**src/rtl/rv_rr_arb2.sv**
```systemverilog
// Two-way round-robin arbiter: a lone request wins outright, a tie goes to
// whichever side was not granted last. The history bit moves only on an advanced grant.
module rv_rr_arb2 (
    input  logic       sclk,
    input  logic       rst,
    input  logic [1:0] req,
    input  logic       adv,
    output logic [1:0] grant
);

    logic last_b;

    always_comb begin
        grant = req;
        if (req == 2'b11) begin
            grant = last_b ? 2'b01 : 2'b10;
        end
    end

    // Resetting to "B granted last" gives A the first tie.
    always_ff @(posedge sclk or posedge rst) begin
        if (rst) begin
            last_b <= 1'b1;
        end else if (adv && (grant != 2'b00)) begin
            last_b <= grant[1];
        end
    end

endmodule

```
**src/rtl/rv_sram_arb.sv**
```systemverilog
// Shares one 1W/1R SRAM between a fetch requester (A) and a load/store requester (B).
// Each SRAM port has its own round-robin arbiter. Read data comes back on one tagged response channel.
module rv_sram_arb #(
    parameter int DW = 32,
    parameter int AW = 6
) (
    input  logic          sclk,
    input  logic          rst,
    input  logic          a_wr_valid,
    output logic          a_wr_ready,
    input  logic [AW-1:0] a_wr_addr,
    input  logic [DW-1:0] a_wr_data,
    input  logic          b_wr_valid,
    output logic          b_wr_ready,
    input  logic [AW-1:0] b_wr_addr,
    input  logic [DW-1:0] b_wr_data,
    input  logic          a_rd_valid,
    output logic          a_rd_ready,
    input  logic [AW-1:0] a_rd_addr,
    input  logic          b_rd_valid,
    output logic          b_rd_ready,
    input  logic [AW-1:0] b_rd_addr,
    output logic          rsp_valid,
    input  logic          rsp_ready,
    output logic          rsp_id,
    output logic [DW-1:0] rsp_data,
    output logic          sram_wr_en,
    output logic [AW-1:0] sram_wr_addr,
    output logic [DW-1:0] sram_wr_data,
    output logic          sram_rd_en,
    output logic [AW-1:0] sram_rd_addr,
    input  logic [DW-1:0] sram_rd_data
);

    localparam logic RSP_ID_A = 1'b0;
    localparam logic RSP_ID_B = 1'b1;

    logic [1:0]    wr_grant;
    logic [1:0]    rd_grant;
    logic          rd_can;
    logic          wr_go;
    logic          rd_go;
    logic          collide;
    logic          byp_hit;
    logic [DW-1:0] byp_data;

    rv_rr_arb2 u_wr_arb (
        .sclk  (sclk),
        .rst   (rst),
        .req   ({b_wr_valid, a_wr_valid}),
        .adv   (1'b1),
        .grant (wr_grant)
    );

    // A held response stalls the read port, so SRAM read data stays frozen under it.
    assign rd_can = !rsp_valid || rsp_ready;

    rv_rr_arb2 u_rd_arb (
        .sclk  (sclk),
        .rst   (rst),
        .req   ({b_rd_valid, a_rd_valid} & {2{rd_can}}),
        .adv   (1'b1),
        .grant (rd_grant)
    );

    assign wr_go        = (wr_grant != 2'b00) && !rst;
    assign rd_go        = (rd_grant != 2'b00) && !rst;
    assign a_wr_ready   = wr_grant[0] && !rst;
    assign b_wr_ready   = wr_grant[1] && !rst;
    assign a_rd_ready   = rd_grant[0] && !rst;
    assign b_rd_ready   = rd_grant[1] && !rst;
    assign sram_wr_en   = wr_go;
    assign sram_wr_addr = wr_grant[1] ? b_wr_addr : a_wr_addr;
    assign sram_wr_data = wr_grant[1] ? b_wr_data : a_wr_data;
    assign sram_rd_en   = rd_go;
    assign sram_rd_addr = rd_grant[1] ? b_rd_addr : a_rd_addr;

    // The SRAM returns pre-write data on a same-address collision, so keep the new word here.
    assign collide  = rd_go && wr_go && (sram_rd_addr == sram_wr_addr);
    assign rsp_data = byp_hit ? byp_data : sram_rd_data;

    always_ff @(posedge sclk or posedge rst) begin
        if (rst) begin
            rsp_valid <= 1'b0;
            rsp_id    <= RSP_ID_A;
            byp_hit   <= 1'b0;
            byp_data  <= '0;
        end else if (rd_go) begin
            rsp_valid <= 1'b1;
            rsp_id    <= rd_grant[1] ? RSP_ID_B : RSP_ID_A;
            byp_hit   <= collide;
            if (collide) begin
                byp_data <= sram_wr_data;
            end
        end else if (rsp_ready) begin
            rsp_valid <= 1'b0;
        end
    end

endmodule

```
**config.mk**
```make
export PLATFORM = sky130hd
export DESIGN_NAME = rv_sram_arb
export DESIGN_NICKNAME = d
export VERILOG_FILES = /design/src/rtl/rv_rr_arb2.sv /design/src/rtl/rv_sram_arb.sv
export SDC_FILE = /design/constraint.sdc
export NUM_CORES = 1
export LEC_CHECK = 0
export CORE_MARGIN = 2
export CORE_UTILIZATION = 30
export DETAILED_ROUTE_END_ITERATION = 12
export GPL_ROUTABILITY_DRIVEN = 0
export PLACE_DENSITY = 0.84
export SLEW_MARGIN = 20
export SYNTH_ARGS = -nofsm -noshare
export SYNTH_HDL_FRONTEND = slang
export SYNTH_SLANG_ARGS = --single-unit
```
**constraint.sdc**
```tcl
create_clock -name sclk -period 2.35 [get_ports sclk]
set_clock_uncertainty 0.2 [all_clocks]
set_input_delay 0.235 -clock sclk [delete_from_list [all_inputs] [get_ports sclk]]
set_output_delay 0.235 -clock sclk [all_outputs]
set_load 0.01 [all_outputs]
```
==> results.md, run 1 <==
* Max-slew violations at 0
* Vias in the first global route at approximately 3,300
* Hold Path Stages at 3
* Syn Nets at around 340
* Worst-path clk slew at roughly 0.07 ns
* Netlist Area Pre-Place at between 2000 and 3000 um^2
* Hold_sp: a_rd_valid
* Die Span X at 97.7 um
* CP Class: register to register
* Reg2reg end: byp_data[9]$_DFFE_PP0P_
* Leak at roughly 2.7 nW
* Mux share of post-synthesis cell area at between 40% and 50%
* F_max at around 0.37 GHz
* Yosys warning count at 0
* Fin crit share at 115%
* Max_cap viols at 0
* Port bufs at 210
* Top-area cell type share of the netlist area at 33.3%
* Nets at 613
* Finished Core Util at about two thirds
* Register area share after synthesis at 35.2%
* Endpoint class of the critical path: register
* Initial antenna violation count at 0
* Core area at ~8600 um^2
* Layout cells sized above 1 at 45.2%
* Post-route setup TNS at -10.93 ns
* Critical R2R Launch: u_wr_arb.last_b$_DFFE_PP1N_
* XOR/XNOR Fraction of Synth Area at less than 1%
* Initial Utilization at a little under a third
* Clock insertion delay at the later pin of the skew report at approximately 0.28 ns
* Worst reg2reg path depth at 9
* Simple logic cell fraction of the synthesized area at just under 7%
* Post-Route WL at approximately 10,000 um
* Hold Path End: u_rd_arb.last_b$_DFFE_PP1N_
* RSZ-0062 raised after global routing: yes
* Data arrival, critical path at between 2 and 3 ns
* Grt ovf at 0
* Antenna-violating nets left at 0
* Clk buf depth at 2
* DRT Pass-1 Iters at 4
* Synth Area in Adders at 0%
* Top post-synthesis cells by count: 72 x mux2_2, 35 x dfrtp_1, 31 x mux2_4
* Multi-input logic area at between 1500 and 2000 um^2
* Post-DP HPWL at 7820 um
* CP Max Fanout at 5
* Largest family of logic cells by synthesized area: multiplexers
* Routed WL per cell at between 15 and 20 um
* Max VDD drop at 255 uV
* Post-Layout Inst Area at about 5700 um^2
* Cell variety after synth at 28
* Hold Path Class: input pin to register
* Worst slew pin tran at roughly 0.38 ns
* Final worst slack at -0.360 ns
* DRC violations left at 0
* Top-count cell post-synth: mux2_2
* Vias per inst at between 4 and 5
* Post-synth EDFFs at 0
* Largest net degree at the start of global routing at 21
* R2R Setup Slk at -0.36 ns
* GRT Overall Usage at 21.0%
* Failing checks: setup timing
* Number of diodes at 0
* Synth Register Bits at 37
* Compound-Gate Fraction of Synth Area at under 10%
* WP data required at 2.32 ns
* Die Y at ~98 um
* P&R area growth vs syn at 116%
* Slew headroom at around 75%
* Synthesized area per cell at approximately 13 um^2
* Vias at 2,840
* Power per cell area at roughly 490 nW/um^2
* TritonCTS Buffers at 5
* Worst Setup SP: u_wr_arb.last_b$_DFFE_PP1N_
* Outcome: finished with violations
* Biggest area consumer among synthesized cells: dfrtp_1
* Syn Inst Count at 209
* Fillers at about 660
* Setup violators final at 33
* Cts hold-fix bufs at 0
* CTS tree: yes
* Post-Place Cell Area at 5240 um^2
* DRT iter0 DRCs at just under 60
* First-pass GRT wire length at between 15,000 and 20,000 um
* Asr flop ratio synth at between 90% and 100%
* Root buffer cell: clkbuf_8
* H-tree depth at 2
* CTS Sinks at 37
* Die area at 9540 um^2
* Sequential standard cell area at ~930 um^2
* Rows at 34
* Worst setup SP type: register
* Synth Flop Type: dfrtp_1
* I/O pins at about 210
* Top cells by area, synth: dfrtp_1 33%, mux2_2 31%, mux2_4 18%
* Tmin final at around 2.7 ns
* Hold Violations, Final at 0
layer usage:
metal / part of all wire, % / GRT usage [%] / up-vias
met5: 0 / 0 / -
met4: 3.0 / 7.16 / 0
met3: 7.5 / 5.97 / 28
met2: 54 / 39.4 / 154
met1: 35 / 22.4 / 1337
li1: - / - / 1321
through the flow:
step	std cells	hold slack, ns	worst slack [ns]	power [mW]
2_1_floorplan	209	0.0854	-0.149	1.48
3_3_place_gp	574	0.267	-0.645	2.14
3_5_place_dp	574	0.266	-0.784	2.18
4_1_cts	591	0.205	-0.345	2.79
5_1_grt	595	0.215	-0.426	2.96
6_report	595	0.214	-0.360	2.80
repair_timing:
| action | in CTS | in global routing |
|---|---|---|
| setup endpoints to repair | 77 | 75 |
| pin swaps | 3 | 4 |
| cloned | 4 | 1 |
| setup buffers | 6 | 3 |
| resized for setup | 74 | 63 |
layout make-up:
| type | count | area share [%] |
|---|---|---|
| multi-input combinational | 157 | 29.9 |
| sequential | 37 | 16.3 |
| clock buffer | 6 | 1.45 |
| tap | 108 | 2.37 |
| clock inverter | 2 | 0.658 |
| timing repair buffer | 283 | 49.2 |
| inverter | 2 | 0.132 |
report_power, final:
| group | switching (mW) | internal (mW) |
|---|---|---|
| combinational | 0.415 | 0.875 |
| clock | 0.226 | 0.345 |
| sequential | 0.116 | 0.826 |
| total | 0.757 | 2.05 |
cell families after synthesis:
kind of cell | Yosys count
multiplexers | 103
flip-flops | 37
AND/OR/NAND/NOR | 35
AO/OA/AOI/OAI | 18
buffers and inverters | 15
XOR/XNOR | 1
sequential cells by signal, summed over array words and instances (netlist names):
signal / count
byp_data: 32
byp_hit: 1
rsp_id: 1
rsp_valid: 1
u_rd_arb.last_b: 1
u_wr_arb.last_b: 1
critical path, cell delays in order, from the launching register on:
cell and delay [ns]:
dfstp_2 0.56, a21boi_4 0.07, buf_6 0.14, mux2_4 0.31, and3_4 0.16, nor4_4 0.27
and4b_4 0.31, buf_12 0.14, clkbuf_16 0.15, mux2_4 0.29
worst max-delay path by stage:
| stage | end | cells past startpoint |
|---|---|---|
| 2_1_floorplan | byp_data[0]$_DFFE_PP0P_ | 9 |
| 3_3_place_gp | byp_data[14]$_DFFE_PP0P_ | 9 |
| 4_1_cts | byp_data[10]$_DFFE_PP0P_ | 9 |
| 5_1_grt | byp_data[9]$_DFFE_PP0P_ | 9 |
| 3_5_place_dp | byp_data[14]$_DFFE_PP0P_ | 9 |
| 6_report | byp_data[9]$_DFFE_PP0P_ | 9 |
placed cells by master, fill, tap and decap left out, drive strengths merged, types with 5 or more instances in the layout:
cell type      Yosys  layout
o21ai              6       6
nand2              8       8
dlygate4sd2        0       5
a21oi              6       6
and3               5       5
clkdlybuf4s50      0     161
dfrtp             35      35
clkbuf             7      16
dlymetal6s2s       0      25
nor2               5       5
nand3              6       6
buf                6      80
mux2             103     103
Power figures use the tool's default switching activity.
==> inputs of run 2 (changes only) <==
--- a/config.mk
+++ b/config.mk
@@ -9,8 +9,9 @@
 export CORE_UTILIZATION = 30
 export DETAILED_ROUTE_END_ITERATION = 12
 export GPL_ROUTABILITY_DRIVEN = 0
-export PLACE_DENSITY = 0.84
+export PLACE_DENSITY = 0.85
 export SLEW_MARGIN = 20
 export SYNTH_ARGS = -nofsm -noshare
 export SYNTH_HDL_FRONTEND = slang
+export SYNTH_HIERARCHICAL = 1
 export SYNTH_SLANG_ARGS = --single-unit
==> results.md, run 2 <==
* Outcome: finished with violations
* Failing checks: setup timing
* Hold Path Class: input pin to register
* Max-slew violations at 0 (unchanged)
* F_max at 0.370 GHz (+0.24%)
* Layout cells sized above 1 at 42.2% (-3.0 points)
* Die Y at 97.4 um (-0.34%)
* TritonCTS Buffers at 5 (unchanged)
* Top-area cell type share of the netlist area at 33.5% (+0.24 points)
* Initial antenna violation count at 0 (unchanged)
* CTS Sinks at 37 (unchanged)
* Antenna-violating nets left at 0 (unchanged)
* Initial Utilization at 30.4% (-0.067 points)
* CTS tree: yes
* GRT Overall Usage at 17.9% (-3.1 points)
* Max VDD drop at 224 uV (-12%)
* Number of diodes at 0 (unchanged)
* Synth Register Bits at 37 (unchanged)
* Vias per inst at 4.56 (-4.4%)
* Synthesized area per cell at 13.3 um^2 (+5.3%)
* Setup Slack @ Placement at -0.771 ns (+0.0135 ns)
* Power per cell area at 450 nW/um^2 (-8.5%)
* Sequential standard cell area at 928 um^2 (unchanged)
* Endpoint class of the critical path: register
* Port bufs at 210 (unchanged)
* Tmin final at 2.70 ns (-0.00659 ns)
* Multi-input logic area at 1640 um^2 (-3.6%)
* Post-Layout Inst Area at 5380 um^2 (-5.6%)
* Synth Flop Type: dfrtp_1
* Syn Inst Count at 197 (-5.7%)
* DRT Pass-1 Iters at 6 (+2)
* Post-Place Cell Area at 5160 um^2 (-1.5%)
* Biggest area consumer among synthesized cells: dfrtp_1
* WP data required at 2.32 ns (about the same)
* DRT iter0 DRCs at 42 (-28%)
* Leading cell types in the layout, fill and taps excluded: 159 x clkdlybuf4s50_1, 64 x mux2_2, 49 x buf_4
* CP Max Fanout at 14 (+9)
* Max reg flops at 32 (unchanged)
* Clock insertion delay at the later pin of the skew report at 0.28 ns (about the same)
* I/O pins at 211 (unchanged)
* Asr flop ratio synth at 100% (unchanged)
* Min Hold Slack at 0.113 ns (-0.100 ns)
* Largest Register: byp_data
* Worst setup SP type: register
* First-pass GRT wire length at 13,700 um (-15%)
* Largest net degree at the start of global routing at 36 (+71%)
* Register area share after synthesis at 35.5% (+0.25 points)
* Max_cap viols at 0 (unchanged)
* Hold Violations, Final at 0 (unchanged)
* Post-route setup TNS at -10.83 ns (+0.103 ns)
* Root buffer cell: clkbuf_8
* H-tree depth at 2 (unchanged)
* Core area at 8590 um^2 (-0.49%)
* Top cells by area, synth: dfrtp_1 33%, mux2_2 31%, mux2_4 19%
* Clk buf depth at 2 (unchanged)
* Vias at 2,600 (-8.5%)
* Nets at 588 (-4.1%)
* Die area at 9480 um^2 (-0.67%)
* Grt ovf at 0 (unchanged)
* CP Class: register to register
* Final worst slack at -0.354 ns (+0.00659 ns)
* Post-synth EDFFs at 0 (unchanged)
* Cts hold-fix bufs at 0 (unchanged)
* Data arrival, critical path at 2.67 ns (about the same)
* Placed Instances at 553 (-3.7%)
* Worst-path clk slew at 0.08 ns (about the same)
* Vias in the first global route at 2,891 (-12%)
* Routed WL per cell at 15.5 um (-9.1%)
* Netlist Area Pre-Place at 2620 um^2 (-0.71%)
* Die Span X at 97.4 um (-0.34%)
* RSZ-0062 raised after global routing: yes
* Leading cell type in the layout, fill and taps excluded: clkdlybuf4s50_1
* Non-filler cells in the finished layout at 570 (-4.2%)
* Cell variety after synth at 27 (-3.6%)
* DRC violations left at 0 (unchanged)
* Rows at 34 (unchanged)
* Post-DP HPWL at 6930 um (-11%)
* P&R area growth vs syn at 106%
* Setup violators final at 34 (+3.0%)
* Yosys warning count at 6 (+6)
* Fin crit share at 115% (-0.28 points)
* Leak at 2.45 nW (-9.4%)
* Top-count cell post-synth: mux2_2
* Top post-synthesis cells by count: 72 x mux2_2, 35 x dfrtp_1, 33 x mux2_4
* Post-Route WL at 8830 um (-13%)
* Fillers at 711 (+7.4%)
## run 2: cell types whose count changed after synthesis, moves of 3 or more
cell,before,now
mux2_1,0,3
inv_1,2,7
a21oi_1,6,2
nand2_1,8,1
o21ai_0,6,0
nand3_1,6,0
and3_1,5,1
xor2_1,1,6
nor2_1,5,2
## run 2: per-stage QoR
| step | power, mW | utilization [%] |
|---|---|---|
| 2_1_floorplan | 1.33 | - |
| 3_3_place_gp | 1.96 | 60.1 |
| 3_5_place_dp | 1.99 | 60.1 |
| 4_1_cts | 2.42 | 61.6 |
| 5_1_grt | 2.56 | 62.6 |
| 6_report | 2.42 | 62.6 |
## run 2: where the power goes
| part | switching (mW) | total [mW] | internal, mW |
|---|---|---|---|
| clock network | 0.215 | 0.426 | 0.211 |
| registers | 0.0786 | 0.849 | 0.770 |
| logic | 0.369 | 1.15 | 0.776 |
| total | 0.663 | 2.42 | 1.76 |
## run 2: cells by family (layout without fill, tap and decap cells)
kind of cell,after synthesis,count (layout),synth area share [%]
multiplexers,108,108,51.2
flip-flops,37,37,35.5
buffers and inverters,20,282,5.36
AND/OR/NAND/NOR,14,14,2.97
AO/OA/AOI/OAI,11,11,2.77
XOR/XNOR,6,6,2.01
other,1,4,0.143
## run 2: repair_timing
action                     CTS  global route
resized for setup           95            40
hold endpoints to repair     0             0
cloned                       1             1
pin swaps                    0             2
setup buffers                5             3
setup endpoints to repair   79            68
## run 2: metal layers
metal | routed length (um) | global-route usage [%] | share of wire (%) | up-vias
met4 | 99 | 4.27 | 1.1 | 0
met5 | 0 | 0 | 0 | -
li1 | - | - | - | 1221
met2 | 4880 | 34.5 | 55 | 115
met3 | 585 | 5.04 | 6.6 | 8
met1 | 3270 | 19.2 | 37 | 1256
## run 2: path summary, 6_finish.rpt
| check | cells past startpoint | endpoint | from | slack, ns |
|---|---|---|---|---|
| worst min register to register | 1 | byp_data[24]$_DFFE_PP0P_ | byp_data[24]$_DFFE_PP0P_ | 0.31 |
| min in group asynchronous | 3 | rsp_id$_DFFE_PP0P_ | rst | 0.20 |
| worst max register to register | 10 | byp_data[8]$_DFFE_PP0P_ | rsp_valid$_DFFE_PP0P_ | -0.35 |
| worst min-delay path | 3 | u_wr_arb/last_b$_DFFE_PP1P_ | a_wr_valid | 0.11 |
| max in group asynchronous | 3 | byp_data[12]$_DFFE_PP0P_ | rst | 1.40 |
| worst max-delay path | 10 | byp_data[8]$_DFFE_PP0P_ | rsp_valid$_DFFE_PP0P_ | -0.35 |
## run 2: layout make-up
type / instances / share of cell area [%]
clock buffers: 8 / 1.49
inverters: 7 / 0.488
multi-input cells: 143 / 30.5
flip-flops and latches: 37 / 17.3
well taps: 108 / 2.51
repair buffers: 267 / 47.7
## run 2: worst max-delay path: stages, from the launching register on
cell      delay [ns]
dfrtp_1         0.41
nand2b_4        0.09
and2_4          0.14
a21boi_2        0.15
buf_6           0.15
mux2_4          0.31
xor2_1          0.16
nor3_2          0.19
and3_4          0.27
buf_12          0.18
mux2_4          0.31
